## src/rtl/serial_sub_4bit.sv

```systemverilog
// Bit-serial two's-complement subtractor: Diff = A - B, one bit per clock, LSB first.
// Optional signed-overflow output and its logic are enabled by defining SUB_OVF_EN.
module serial_sub_4bit #(
  parameter int WIDTH = 4
) (
  input  logic             clk,
  input  logic             rst_n,
  input  logic             start,
  input  logic [WIDTH-1:0] A,
  input  logic [WIDTH-1:0] B,
  output logic             busy,
  output logic             done,
  output logic [WIDTH-1:0] Diff,
  output logic             Bout,
  output logic             Zero
`ifdef SUB_OVF_EN
  ,output logic            Ovf
`endif
);

  localparam int CW = $clog2(WIDTH);
  localparam logic [CW-1:0] LAST_BIT = CW'(WIDTH - 1);

  typedef enum logic [1:0] {
    S_IDLE  = 2'd0,
    S_SHIFT = 2'd1,
    S_DONE  = 2'd2
  } state_t;

  // One full-subtractor cell: returns {borrow_out, difference_bit}.
  function automatic logic [1:0] full_sub(input logic a, input logic b, input logic bin);
    logic d;
    logic bo;
    d  = a ^ b ^ bin;
    bo = (~a & b) | (~(a ^ b) & bin);
    return {bo, d};
  endfunction

  state_t           state_q, state_d;
  logic [WIDTH-1:0] ra_q, ra_d;
  logic [WIDTH-1:0] rb_q, rb_d;
  logic [WIDTH-1:0] res_q, res_d;
  logic             borrow_q, borrow_d;
  logic [CW-1:0]    cnt_q, cnt_d;
  logic             busy_q, busy_d;
  logic             done_q, done_d;
  logic [WIDTH-1:0] diff_q, diff_d;
  logic             bout_q, bout_d;
  logic             zero_q, zero_d;
`ifdef SUB_OVF_EN
  logic             a_msb_q, a_msb_d;
  logic             b_msb_q, b_msb_d;
  logic             ovf_q, ovf_d;
`endif

  logic             d_bit_s;
  logic             borrow_next_s;
  logic [WIDTH-1:0] res_shift_s;

  // Next-state and next-output computation for the serial datapath.
  always_comb begin
    state_d  = state_q;
    ra_d     = ra_q;
    rb_d     = rb_q;
    res_d    = res_q;
    borrow_d = borrow_q;
    cnt_d    = cnt_q;
    busy_d   = busy_q;
    done_d   = done_q;
    diff_d   = diff_q;
    bout_d   = bout_q;
    zero_d   = zero_q;
`ifdef SUB_OVF_EN
    a_msb_d  = a_msb_q;
    b_msb_d  = b_msb_q;
    ovf_d    = ovf_q;
`endif

    {borrow_next_s, d_bit_s} = full_sub(ra_q[0], rb_q[0], borrow_q);
    res_shift_s = {d_bit_s, res_q[WIDTH-1:1]};

    case (state_q)
      S_IDLE: begin
        done_d = 1'b0;
        if (start) begin
          state_d  = S_SHIFT;
          ra_d     = A;
          rb_d     = B;
          res_d    = {WIDTH{1'b0}};
          borrow_d = 1'b0;
          cnt_d    = {CW{1'b0}};
          busy_d   = 1'b1;
`ifdef SUB_OVF_EN
          a_msb_d  = A[WIDTH-1];
          b_msb_d  = B[WIDTH-1];
`endif
        end else begin
          state_d = S_IDLE;
        end
      end
      S_SHIFT: begin
        ra_d     = ra_q >> 1;
        rb_d     = rb_q >> 1;
        res_d    = res_shift_s;
        borrow_d = borrow_next_s;
        cnt_d    = cnt_q + CW'(1);
        if (cnt_q == LAST_BIT) begin
          state_d = S_DONE;
          busy_d  = 1'b0;
          done_d  = 1'b1;
          diff_d  = res_shift_s;
          bout_d  = borrow_next_s;
          zero_d  = (res_shift_s == {WIDTH{1'b0}});
`ifdef SUB_OVF_EN
          ovf_d   = (a_msb_q ^ b_msb_q) & (res_shift_s[WIDTH-1] ^ a_msb_q);
`endif
        end else begin
          state_d = S_SHIFT;
        end
      end
      S_DONE: begin
        // The edge leaving DONE is also the earliest acceptance edge (WIDTH+1 cycle throughput).
        done_d = 1'b0;
        if (start) begin
          state_d  = S_SHIFT;
          ra_d     = A;
          rb_d     = B;
          res_d    = {WIDTH{1'b0}};
          borrow_d = 1'b0;
          cnt_d    = {CW{1'b0}};
          busy_d   = 1'b1;
`ifdef SUB_OVF_EN
          a_msb_d  = A[WIDTH-1];
          b_msb_d  = B[WIDTH-1];
`endif
        end else begin
          state_d = S_IDLE;
        end
      end
      default: begin
        state_d = S_IDLE;
        busy_d  = 1'b0;
        done_d  = 1'b0;
      end
    endcase
  end

  // State and output registers with asynchronous clear.
  always_ff @(posedge clk or negedge rst_n) begin
    if (!rst_n) begin
      state_q  <= S_IDLE;
      ra_q     <= {WIDTH{1'b0}};
      rb_q     <= {WIDTH{1'b0}};
      res_q    <= {WIDTH{1'b0}};
      borrow_q <= 1'b0;
      cnt_q    <= {CW{1'b0}};
      busy_q   <= 1'b0;
      done_q   <= 1'b0;
      diff_q   <= {WIDTH{1'b0}};
      bout_q   <= 1'b0;
      zero_q   <= 1'b0;
`ifdef SUB_OVF_EN
      a_msb_q  <= 1'b0;
      b_msb_q  <= 1'b0;
      ovf_q    <= 1'b0;
`endif
    end else begin
      state_q  <= state_d;
      ra_q     <= ra_d;
      rb_q     <= rb_d;
      res_q    <= res_d;
      borrow_q <= borrow_d;
      cnt_q    <= cnt_d;
      busy_q   <= busy_d;
      done_q   <= done_d;
      diff_q   <= diff_d;
      bout_q   <= bout_d;
      zero_q   <= zero_d;
`ifdef SUB_OVF_EN
      a_msb_q  <= a_msb_d;
      b_msb_q  <= b_msb_d;
      ovf_q    <= ovf_d;
`endif
    end
  end

  assign busy = busy_q;
  assign done = done_q;
  assign Diff = diff_q;
  assign Bout = bout_q;
  assign Zero = zero_q;
`ifdef SUB_OVF_EN
  assign Ovf  = ovf_q;
`endif

endmodule
```

## config.mk

```make
export PLATFORM = sky130hd
export DESIGN_NAME = serial_sub_4bit
export DESIGN_NICKNAME = d
export VERILOG_FILES = /design/src/rtl/serial_sub_4bit.sv
export SDC_FILE = /design/constraint.sdc
export NUM_CORES = 1
export LEC_CHECK = 0
export ABC_AREA = 1
export CAP_MARGIN = 20
export CORE_MARGIN = 4
export CORE_UTILIZATION = 65
export CTS_BUF_LIST = sky130_fd_sc_hd__clkbuf_8
export DETAILED_ROUTE_END_ITERATION = 6
export DONT_BUFFER_PORTS = 1
export PLACE_DENSITY = 0.92
export SLEW_MARGIN = 20
export SYNTH_ARGS = -nofsm -noshare
export SYNTH_HDL_FRONTEND = slang
export SYNTH_SLANG_ARGS = --single-unit
```

## constraint.sdc

```tcl
create_clock -name clk -period 4.2 [get_ports clk]
set_clock_uncertainty 0.1 [all_clocks]
set_input_delay 0.84 -clock clk [delete_from_list [all_inputs] [get_ports clk]]
set_output_delay 0.84 -clock clk [all_outputs]
set_load 0.005 [all_outputs]
```

# Word level (Yosys, flattened, before mapping)
# Cells that the tools add are included.
[totals]
inputBits = 11
output_inout_bits = 8
word_cells = 49
regBits = 25
[op_classes]
reduce_logical = 7
add_sub_neg = 1
eq_ne = 5
muxes = 18
bitwise_logic = 7
[op_table]
columns = ["operator", "count"]
rows = [
  ["$pmux W4 S2", 3],
  ["$mux W4", 3],
  ["$pmux W2 S2", 2],
  ["$mux W1", 6],
  ["$reduce_and A2 Y1", 3],
  ["$eq A2 B2 Y1 const B", 2],
  ["$logic_not A4 Y1", 1],
  ["$mux W2", 2],
  ["$pmux W1 S2", 2],
  ["$add A2 B1 Y2 const B", 1],
  ["$and A1 B1 Y1", 2],
  ["$eq A2 B1 Y1 const B", 1],
  ["$logic_not A2 Y1", 1],
  ["$ne A2 B1 Y1 const B", 1],
  ["$ne A2 B2 Y1 const B", 1],
  ["$not A1 Y1", 2],
  ["$reduce_bool A2 Y1", 1],
  ["$reduce_or A2 Y1", 1],
  ["$xor A1 B1 Y1", 2],
  ["$or A1 B1 Y1", 1],
]

# Depth between registers and ports, before layout
# Gate-level depths: netlist of the first run.
[logic_depth]
ltp_word = 5
depth_mapped = 6
depth_no_buf = 5

# Least setup slack after synthesis of the first run
# No wires, ideal clock.
[synth_timing]
path_kind = "input-to-reg"
startpoint = "input port start"
endpoint = "register cnt_q[0]"
setup_slack_ns = 2.773
t_required_ns = 3.983
path_buffers = 1
arrival_time_ns = 1.210
cell_stages = 4
path_cell_list = "nand2_2 -> buf_4 -> nand3_1 -> nand2_1"
[synth_between]
elab_chain_cells = 2
[synth_lines]
columns = ["item", "line", "rtl"]
rows = [
  ["from (decl)", "8", "input logic start,"],
  ["$ne A2 B1 Y1 (no line)", "--", ""],
  ["$reduce_and A2 Y1 (no line)", "--", ""],
  ["to (signal assigned)", "156", "cnt_q <= {CW{1'b0}};"],
  ["to (signal assigned)", "173", "cnt_q <= cnt_d;"],
  ["to (decl)", "44", "logic [CW-1:0] cnt_q, cnt_d;"],
]
# Every way passes these cells.
# A chain may end at the register's enable or synchronous reset.

# Final worst setup path of the first run
[layout_timing]
startpoint = "register zero_q, in the netlist Zero"
endpoint = "output port Zero"
[layout_lines]
columns = ["item", "line", "rtl"]
rows = [
  ["from (decl)", "49", "logic zero_q, zero_d;"],
  ["from (signal assigned)", "178", "zero_q <= zero_d;"],
  ["to (decl)", "15", "output logic Zero"],
]
# No word-level cell between the ends.

==> results, run 1 <==
- A synthesized cell averages 8.46 um2.
- The area of the die is approximately 0.0024 mm2.
- The instance count of the mapped netlist is about 130.
- The flow ran to the end, and the final reports show no timing, DRC or antenna violations.
- Setup repair after global routing left no endpoint under its margin.
- Of the post-synthesis cell area, the dominant cell type holds 0.559.
- The clock latency at the later pin of the worst-skew pair is roughly 0.26 ns.
- The library cell used as clock root buffer is sky130_fd_sc_hd__clkbuf_8.
- The part of the cycle the worst path needs is 0.381.
- The number of gates given a new drive strength after cts is 0.
- The arrival time at the worst endpoint is 0.66 ns.
- The die height is 48.7 um.
- After synthesis the netlist holds a flip-flop and latch count of 24.
- The wire-length estimate of the detail-placed layout is 1340 um.
- The initial cell density of the core is 0.697.
- The required time of the worst setup path is around 3.3 ns.
- The clock transition at the registers of the reported paths is approximately 0.080 ns.
- The worst setup path is launched from a flop.
- After detailed routing, the number of remaining DRC violations is 0.
- The first-pass GRT wire length is 3310 um.
- For this run, the detailed router's first-pass iteration total came to 4.
- The area added between synthesis and finish is 2.45%.
- The number of buffers added for setup after CTS is 0.
- Based on the critical path, the design can be clocked at up to 0.624 GHz.
- The largest fanout on the critical path is 2.
- The pin count of the biggest net entering global routing is 25.
- The netlist uses 15 different library cells.
- For this run, the total global-route usage over all layers was measured as 0.173.
- In the final routed layout, each cell accounts on average for 13.4 um.
- TritonCTS built the clock tree.
- The maximum ir drop on the vdd rail is 0.000558 V.
- Counting every sink on the clock net gives 24.
- Summing every instance area after synthesis gives 0.00107 mm2.
- The number of antenna violations at the first check in global routing is 0.
- The worst pin sits at a relative slew slack of 0.772.
- The die extent in x is 48.7 um.
- The final layout contains routed wiring with a total length of 1910 um.
- The detailed router finished its first iteration with 30 violations.
- In the final layout, the share of cells above drive strength 1 is 0.0556.
- Routability-driven placement finished with a final weighted congestion of approximately 0.82.
- The number of nets in the final layout is 141.
- The leakage power is 0.611 nW.
- The post-route cell area is 0.00110 mm2.
- The post-synthesis net count is 140.
- The count of final hold-check violations was 0.
- The leftover overflow at the end of global routing is 0.
- Yosys attributes the largest share of cell area to sky130_fd_sc_hd__dfrtp_1 56%, sky130_fd_sc_hd__nand2_1 21%, sky130_fd_sc_hd__nand3_1 6.5%.
- The worst setup path is of the reg -> out kind.
- The number of vias per cell after detailed routing is 5.55.
- The setup TNS is 0 ns.
- Fill cells in the final layout number about 120.
- The via count of the first global-routing pass was 743.
- The kind of path behind the tightest hold check is in -> async.
- During I/O placement, the number of pins put on the boundary was 19.
- The cell type contributing the most total cell area after synthesis is sky130_fd_sc_hd__dfrtp_1.
- In this run the remaining antenna-violating nets after routing total 0.
- During synthesis, Yosys emitted a total of 0 warnings.
- The total of hold buffers inserted after clock tree synthesis is 0.
- The proportion of synthesized chip area in sequential cells is 0.559.
- The areal power density over the cells is 790 mW/mm2.
- Setup violations remaining at the end of the flow were counted as 0.
- After detailed placement, the total cell area comes to 0.00106 mm2.
- Max-cap violations in this run came to 0.
- In this run the register-to-register setup slack is 2.64 ns.
- The number of max-slew violations in the final report came to 0.
- The detailed-route via count is 788.
- The smallest clock period supported by the final layout is computed as 1.60 ns.
- The core footprint is 0.00154 mm2.
- The number of antenna repair diodes is 0.
- The actual transition at the worst max-transition pin is around 0.34 ns.
- The number of placement rows is 14.
- The critical path capture point type is an output pin.
- The count of buffers added on input and output ports is 0.
- The number of buffers added by the clock tree synthesis step is 3.
- Counting along the longest clock path gives a buffer depth of 2.
- CTS built an H-tree with a depth of 1.
## area by class of cell
class | count | area, um2 | share of cell area
Clock buffer | 3 | 41.3 | 0.0375
Inverter | 8 | 30.0 | 0.0273
Tap cell | 16 | 20.0 | 0.0182
Multi-Input combinational cell | 91 | 409 | 0.372
Sequential cell | 24 | 601 | 0.545
## placed cells by master (no fill, tap or decap)
cell                       count
sky130_fd_sc_hd__clkbuf_8      3
sky130_fd_sc_hd__dfrtp_1      24
sky130_fd_sc_hd__fa_1          1
sky130_fd_sc_hd__ha_1          1
sky130_fd_sc_hd__inv_1         8
sky130_fd_sc_hd__nand2_1      59
sky130_fd_sc_hd__nand2_2       3
sky130_fd_sc_hd__nand3_1      14
sky130_fd_sc_hd__nand3_2       1
sky130_fd_sc_hd__nor2_1        5
sky130_fd_sc_hd__o21ai_0       5
sky130_fd_sc_hd__or2_0         1
sky130_fd_sc_hd__or2_1         1
## per-layer routing
| metal | track usage | vias to the layer above | wire, um | part of all wire |
|---|---|---|---|---|
| li1 | - | 390 | - | - |
| met1 | 0.235 | 369 | 836 | 0.44 |
| met2 | 0.272 | 23 | 945 | 0.50 |
| met3 | 0.0368 | 6 | 94 | 0.049 |
| met4 | 0.0628 | 0 | 29 | 0.015 |
| met5 | 0 | - | 0 | 0 |
## registers in the layout, indices dropped and copies added (netlist names), 2 cells and up
register and count:
state_q 2, res_q 3, rb_q 4, cnt_q 2, Diff 4, ra_q 4
## stage by stage
stage | cells | total power [mW] | util | worst slack [ns] | hold slack, ns
floorplan | 127 | 0.688 | - | 2.77 | 0.365
global placement | 139 | 0.716 | 0.688 | 2.67 | 0.390
detailed placement | 139 | 0.739 | 0.688 | 2.61 | 0.393
CTS | 142 | 0.873 | 0.714 | 2.59 | 0.166
global route | 142 | 0.955 | 0.714 | 2.48 | 0.152
finish | 142 | 0.870 | 0.714 | 2.60 | 0.166
## synth_stat cells
cell type and instances:
sky130_fd_sc_hd__buf_2 1, sky130_fd_sc_hd__buf_4 1, sky130_fd_sc_hd__buf_6 2, sky130_fd_sc_hd__dfrtp_1 24
sky130_fd_sc_hd__fa_1 1, sky130_fd_sc_hd__ha_1 1, sky130_fd_sc_hd__inv_1 8, sky130_fd_sc_hd__nand2_1 59
sky130_fd_sc_hd__nand2_2 3, sky130_fd_sc_hd__nand3_1 14, sky130_fd_sc_hd__nand3_2 1, sky130_fd_sc_hd__nor2_1 5
sky130_fd_sc_hd__o21ai_0 5, sky130_fd_sc_hd__or2_0 1, sky130_fd_sc_hd__or2_1 1
## power by group
part	total [mW]	internal (mW)	switching [mW]
sequential	0.416	0.334	0.0820
combinational	0.324	0.115	0.210
clock	0.129	0.0639	0.0655
## worst paths after layout
kind,to,start,cells past startpoint
worst min-delay path,rb_q[3],rst_n,0
min in group clk,Diff[3],Diff[3],2
max in group asynchronous,Zero,rst_n,0
worst min register to register,Diff[3],Diff[3],2
worst max-delay path,Zero,Zero,0
worst max register to register,ra_q[1],state_q[0],5
## kinds of logic after synthesis
family,Yosys count,share of synthesized area
AND/OR/NAND/NOR,84,0.327
flip-flops,24,0.559
adder cells (fa/ha/maj),2,0.0303
AO/OA/AOI/OAI,5,0.0233
buffers and inverters,12,0.0605
No activity file was read; power rests on OpenSTA's default activity.
==> inputs of run 2 (changes only) <==
--- a/config.mk
+++ b/config.mk
@@ -8,11 +8,11 @@
 export ABC_AREA = 1
 export CAP_MARGIN = 20
 export CORE_MARGIN = 4
-export CORE_UTILIZATION = 65
+export CORE_UTILIZATION = 58
 export CTS_BUF_LIST = sky130_fd_sc_hd__clkbuf_8
 export DETAILED_ROUTE_END_ITERATION = 6
 export DONT_BUFFER_PORTS = 1
-export PLACE_DENSITY = 0.92
+export PLACE_DENSITY = 0.87
 export SLEW_MARGIN = 20
 export SYNTH_ARGS = -nofsm -noshare
 export SYNTH_HDL_FRONTEND = slang
==> constraint.sdc (replaced) <==
create_clock -name clk -period 1.39 [get_ports clk]
set_clock_uncertainty 0.1 [all_clocks]
set_input_delay 0.278 -clock clk [delete_from_list [all_inputs] [get_ports clk]]
set_output_delay 0.278 -clock clk [all_outputs]
set_load 0.005 [all_outputs]
==> results, run 2 (synthesis gave the netlist of run 1 again) <==
- The run finished with clean final reports.
- Derived from the worst setup path, the maximum achievable clock frequency is ~0.73 GHz.
- The startpoint identified for the worst hold timing path is A[3].
- The part of the total power dissipated in the clock network is 0.196 (+0.047).
- The number of antenna repair diodes is 0 (unchanged).
- The clock latency at the later pin of the worst-skew pair is 0.26 ns (about the same).
- The initial cell density of the core is 0.616 (-0.0815).
- The estimated wirelength of the detail-placed design is 1370 um (+2.2%).
- The cell area reported after detailed placement is 0.00109 mm2 (+3.2%).
- STA classifies the critical path endpoint as a flop.
- STA classifies the critical path startpoint as a flop.
- The sequential group share of total power came to 0.409 (-0.069).
- The total of endpoints with negative setup slack in the final report is 0 (unchanged).
- The areal power density over the cells came to 2480 mW/mm2 (+210%).
- The critical path's most frequent cell is sky130_fd_sc_hd__nand2_1.
- The number of max-slew violations in the final report is 0 (unchanged).
- The library cells used most frequently in the layout, excluding fill and tap cells, are 58 x sky130_fd_sc_hd__nand2_1, 23 x sky130_fd_sc_hd__dfrtp_1, 14 x sky130_fd_sc_hd__nand3_1.
- The TritonCTS clock tree is built.
- The part of the cycle the worst path needs is 0.987.
- The critical path goes through inv_2, fa_1, buf_4, nand2_1, nand2_1.
- The count of final hold-check violations was 0 (unchanged).
- The library cell used as clock root buffer is sky130_fd_sc_hd__clkbuf_8.
- For hold timing, the worst endpoint is ra_q[3].
- The largest stage delay on the critical path is 0.50 ns.
- The number of antenna violations at the first check in global routing was 0 (unchanged).
- The number of placement rows is 15 (+1).
- The number of nets in the final layout came to 149 (+5.7%).
- The fraction of layout cells with a size suffix above 1 is 0.141 (+0.0852).
- Setup repair after global routing could not meet its margin everywhere.
- The flop-to-flop setup slack is 0.02 ns (-2.62 ns).
- The post-route cell area was 0.00123 mm2 (+12%).
- The post-placement setup slack was -0.00692 ns (-2.62 ns).
- The per-cell routed wire length is 13.3 um (-1.1%).
- The die extent in x is 51.0 um (+4.9%).
- The most common library cell in the layout ignoring fill and taps is sky130_fd_sc_hd__nand2_1.
- The maximum ir drop on the vdd rail is 0.00139 V (+150%).
- The launching point of the worst reg2reg path is borrow_q.
- The pin count of the biggest net entering global routing is 25 (unchanged).
- The area added between synthesis and finish is 14.8%.
- The post-detailed-routing wire length was 2120 um (+11%).
- The worst path setup slack after routing came to 0.0182 ns (-2.58 ns).
- The residual antenna-violating net count after detailed routing came to 0 (unchanged).
- The first-iteration detailed-routing DRC count is 18 (-40%).
- The max-cap violation count is 0 (unchanged).
- The worst hold path was traced through 2 stages.
- The required time of the worst setup path is 1.45 ns (-1.81 ns).
- The global-route usage over all layers is 0.181 (+0.00795).
- The final hold slack is 0.0264 ns (-0.140 ns).
- The relative contribution of combinational cells to total power is 0.395 (+0.022).
- The worst slew margin relative to its limit came to 0.855 (+0.0830).
- The iteration count of the initial detailed-routing pass came to 4 (unchanged).
- The global placer's final weighted congestion is 0.770 (-5.6%).
- The number of I/O pins came to 19 (unchanged).
- The largest buffer count on any clock path is 2 (unchanged).
- Among all stages on the critical path, the largest delay is contributed by sky130_fd_sc_hd__fa_1.
- The net switching power of the design is 1.18 mW (+230%).
- The buffering stage count on the worst path with inverters included is 2.
- The actual transition at the worst max-transition pin was 0.217 ns (-0.123 ns).
- The area of the die is 0.00261 mm2 (+10%).
- The clock transition at the registers of the reported paths is 0.08 ns (about the same).
- The count of buffers from port buffering was 0 (unchanged).
- The CTS H-tree depth is 1 (unchanged).
- The kind of path behind the tightest hold check is in -> reg.
- The critical path in this run is classified as reg -> reg.
- The arrival time at the worst endpoint is 1.43 ns (+0.77 ns).
- The internal power summed over all cells is 1.88 mW (+270%).
- The core footprint is 0.00175 mm2 (+13%).
- The worst register-to-register path ends at res_q[3].
- The largest fanout on the critical path is 2 (unchanged).
- After layout, the minimum clock period comes to 1.37 ns.
- The number of buffers added by the clock tree synthesis step was 3 (unchanged).
- The via count of the first global-routing pass is 787 (+5.9%).
- The final non-filler cell total is 160 (+13%).
- The overall power consumption came to 3.06 mW (+250%).
- The count of filler cells inserted in the layout is 127 (+10%).
- The clock sink count is 24 (unchanged).
- The detailed-route via count is 850 (+7.9%).
- The leakage power is 0.667 nW (+9.1%).
- The number of cells on the worst reg-to-reg path is 5 (unchanged).
- The die height is 51.0 um (+4.9%).
- The leftover overflow at the end of global routing is 0 (unchanged).
- The share of total power consumed by net switching came to 0.387 (-0.0240).
- The number of vias per cell after detailed routing is 5.31 (-4.3%).
- The number of placed instances, taps included was 151 (+8.6%).
- The remaining design rule violation count is 0 (unchanged).
- The kind of cell with the highest combined delay on the critical path is adder cells.
- The first-pass GRT wire length is 3450 um (+4.4%).
-- run 2: through the flow --
step / setup TNS (ns) / utilization
finish: 0 / 0.707
CTS: 0 / 0.672
floorplan: 0 / -
global placement: 0 / 0.627
detailed placement: -0.00692 / 0.627
global route: -0.0844 / 0.707
-- run 2: final cells by class --
cell class	count	area (um2)	area share
timing repair buffer	8	75.1	0.0609
clock buffer	3	41.3	0.0335
multi-input combinational	91	424	0.344
clock inverter	1	30.0	0.0243
tap	25	31.3	0.0254
inverter	8	30.0	0.0243
sequential	24	602	0.488
-- run 2: metal layers --
metal | track usage | vias up | wire (um)
met1 | 0.242 | 398 | 936
met4 | 0.0897 | 0 | 73
met2 | 0.275 | 32 | 982
met3 | 0.0408 | 10 | 130
met5 | 0 | - | 0
li1 | - | 410 | -
-- run 2: worst max-delay path by stage --
stage,from,endpoint,slack [ns],cells after the start
2_1_floorplan,ra_q[0],Zero,0.06,4
5_1_grt,rb_q[0],Zero,-0.04,5
6_report,borrow_q,res_q[3],0.02,5
4_1_cts,borrow_q,res_q[3],0.007,5
3_5_place_dp,ra_q[0],Zero,-0.007,4
3_3_place_gp,ra_q[0],Zero,0.03,4
-- run 2: power groups by stage --
stage	clock (mW)	sequential, mW	combinational [mW]
floorplan	0	1.18	0.900
global placement	0	1.23	0.983
detailed placement	0	1.25	1.04
CTS	0.610	1.23	1.12
global route	0.638	1.29	1.38
finish	0.601	1.25	1.21
-- run 2: repair_timing --
action	4_1_cts	5_1_grt
setup buffers	1	2
pin swaps	2	1
endpoints found under the hold margin	24	24
setup endpoints to repair	1	7
resized for setup	1	6
==> inputs of run 3 (changes only) <==
--- a/config.mk
+++ b/config.mk
@@ -8,11 +8,12 @@
 export ABC_AREA = 1
 export CAP_MARGIN = 20
 export CORE_MARGIN = 4
-export CORE_UTILIZATION = 58
+export CORE_UTILIZATION = 50
 export CTS_BUF_LIST = sky130_fd_sc_hd__clkbuf_8
 export DETAILED_ROUTE_END_ITERATION = 6
 export DONT_BUFFER_PORTS = 1
-export PLACE_DENSITY = 0.87
+export PLACE_DENSITY = 0.79
+export SETUP_SLACK_MARGIN = 0.15
 export SLEW_MARGIN = 20
 export SYNTH_ARGS = -nofsm -noshare
 export SYNTH_HDL_FRONTEND = slang
==> results, run 3 (synthesis gave the netlist of run 1 again) <==
- The total of endpoints with negative setup slack in the final report is 0 (unchanged).
- The area of the die is 0.00296 mm2 (+13%).
- In the layout the commonest cells are 59 x sky130_fd_sc_hd__nand2_1, 23 x sky130_fd_sc_hd__dfrtp_1, 14 x sky130_fd_sc_hd__nand3_1.
- The kind of path behind the tightest hold check is in -> reg.
- The pin count of the biggest net entering global routing is 25 (unchanged).
- The residual antenna-violating net count after detailed routing came to 0 (unchanged).
- The clock latency at the later pin of the worst-skew pair came to 0.26 ns (about the same).
- The via count of the first global-routing pass came to 747 (-5.1%).
- The post-route cell area is 0.00120 mm2 (-2.5%).
- The detailed-route via count was 823 (-3.2%).
- The cell area reported after detailed placement is 0.00109 mm2 (-0.46%).
- The clock transition at the registers of the reported paths is 0.08 ns (about the same).
- The CTS H-tree depth is 1 (unchanged).
- The maximum ir drop on the vdd rail is 0.00110 V (-20%).
- The area growth from synthesis to layout is 11.9%.
- The maximum achievable frequency is 0.728 GHz (-0.11%).
- The areal power density over the cells is 2350 mW/mm2 (-5.3%).
- The die height is 54.4 um (+6.5%).
- The final non-filler cell total is 160 (unchanged).
- The number of I/O pins is 19 (unchanged).
- The final hold slack came to 0.0364 ns (+0.0100 ns).
- The largest buffer count on any clock path is 2 (unchanged).
- The minimum period implied by the final worst setup slack was 1.37 ns (+0.00147 ns).
- The worst slew margin relative to its limit is 0.858 (+0.00315).
- The cell sitting at the root of the clock tree is a sky130_fd_sc_hd__clkbuf_8.
- The number of cells on the worst reg-to-reg path came to 5 (unchanged).
- Setup repair after global routing could not meet its margin everywhere.
- The die extent in x was 54.4 um (+6.5%).
- The core footprint is 0.00200 mm2 (+15%).
- The overall power consumption is 2.83 mW (-7.7%).
- The count of buffers from port buffering was 0 (unchanged).
- The arrival time at the worst endpoint is 1.42 ns (about the same).
- The count of final hold-check violations is 0 (unchanged).
- The worst setup path is launched from a flop.
- The number of buffers added by the clock tree synthesis step is 3 (unchanged).
- The fraction of layout cells with a size suffix above 1 is 0.150 (+0.00964).
- The library cell used most frequently in the layout, excluding fill and tap cells, is sky130_fd_sc_hd__nand2_1.
- STA classifies the critical path endpoint as a flop.
- The largest fanout on the critical path is 2 (unchanged).
- The global placer's final weighted congestion was 0.745 (-3.2%).
- The number of placement rows was 16 (+1).
- The number of max-slew violations in the final report came to 0 (unchanged).
- The number of nets in the final layout is 148 (-0.67%).
- The clock sink count is 24 (unchanged).
- The initial cell density of the core is 0.537 (-0.0789).
- The number of antenna violations at the first check in global routing is 0 (unchanged).
- The first-iteration detailed-routing DRC count is 25 (+7).
- The iteration count of the initial detailed-routing pass is 4 (unchanged).
- The number of placed instances, taps included is 152 (+0.66%).
- The worst setup path category is reg -> reg.
- The TritonCTS clock tree is built.
- The estimated wirelength of the detail-placed design is 1370 um (about the same).
- The remaining design rule violation count is 0 (unchanged).
- The leakage power was 0.645 nW (-3.2%).
- The required time of the worst setup path came to 1.44 ns (about the same).
- The part of the cycle the worst path needs is 0.988 (+0.00106).
- The actual transition at the worst max-transition pin is 0.212 ns (-0.00491 ns).
- The number of vias per cell after detailed routing is 5.14 (-3.2%).
- The max-cap violation count is 0 (unchanged).
- The cell depth of the worst min-delay path is 2 (unchanged).
- The number of antenna repair diodes came to 0 (unchanged).
- The flow ran to the end, and the final reports show no timing, DRC or antenna violations.
- The post-detailed-routing wire length is 2030 um (-4.3%).
- The first-pass GRT wire length is 3360 um (-2.6%).
- The per-cell routed wire length is 12.7 um (-4.3%).
- The global-route usage over all layers is 0.153 (-0.0280).
- The leftover overflow at the end of global routing came to 0 (unchanged).
-- run 3: changes by cell type in the layout (fill, tap and decap cells not counted), sizes merged --
cell    change
bufinv      -1
nand2       +1
buf         -2
-- run 3: critical path, cell delays in order, from the launching register on --
cell and delay (ns):
sky130_fd_sc_hd__dfrtp_1 0.37, sky130_fd_sc_hd__inv_2 0.05, sky130_fd_sc_hd__fa_1 0.49, sky130_fd_sc_hd__buf_4 0.16, sky130_fd_sc_hd__nand2_1 0.06, sky130_fd_sc_hd__nand2_1 0.05
-- run 3: stage by stage --
stage	utilization	setup TNS, ns	setup slack (ns)
3_5_place_dp	0.544	0	0.0343
2_1_floorplan	-	0	0.0993
4_1_cts	0.579	0	0.0194
3_3_place_gp	0.544	0	0.0774
6_report	0.601	0	0.0167
5_1_grt	0.601	-0.101	-0.0345
-- run 3: path summary, 6_finish.rpt --
path / startpoint / to / slack [ns]
max in group asynchronous: rst_n / state_q[0] / 0.69
setup / recovery: borrow_q / Diff[3] / 0.02
hold / removal: B[3] / rb_q[3] / 0.04
setup reg to reg: borrow_q / Diff[3] / 0.02
min in group asynchronous: rst_n / ra_q[1] / 0.34
hold reg to reg: Diff[1] / Diff[1] / 0.41
-- run 3: timing repair --
item / CTS / global route
cloned: 0 / 1
setup endpoints to repair: 13 / 15
setup buffers: 1 / 1
endpoints found under the hold margin: 24 / 24
pin swaps: 4 / 4
resized for setup: 7 / 3
-- run 3: final cells by class --
type                            count  area (um2)
Fill cell                         180         800
Inverter                            8        30.0
Tap cell                           27        33.8
Multi-Input combinational cell     92         435
Sequential cell                    24         602
Timing Repair Buffer                6        60.1
Clock buffer                        3        41.3
-- run 3: where the power goes --
part           internal [mW]  leakage, nW  switching, mW
Clock                  0.193       0.0216          0.198
Sequential              1.01        0.304          0.244
Combinational          0.468        0.320          0.710
-- run 3: routing by layer --
metal | global-route usage | vias up | routed length (um)
met2 | 0.249 | 21 | 990
met1 | 0.205 | 393 | 933
li1 | - | 407 | -
met5 | 0 | - | 0
met3 | 0.0354 | 2 | 91
met4 | 0.0373 | 0 | 14
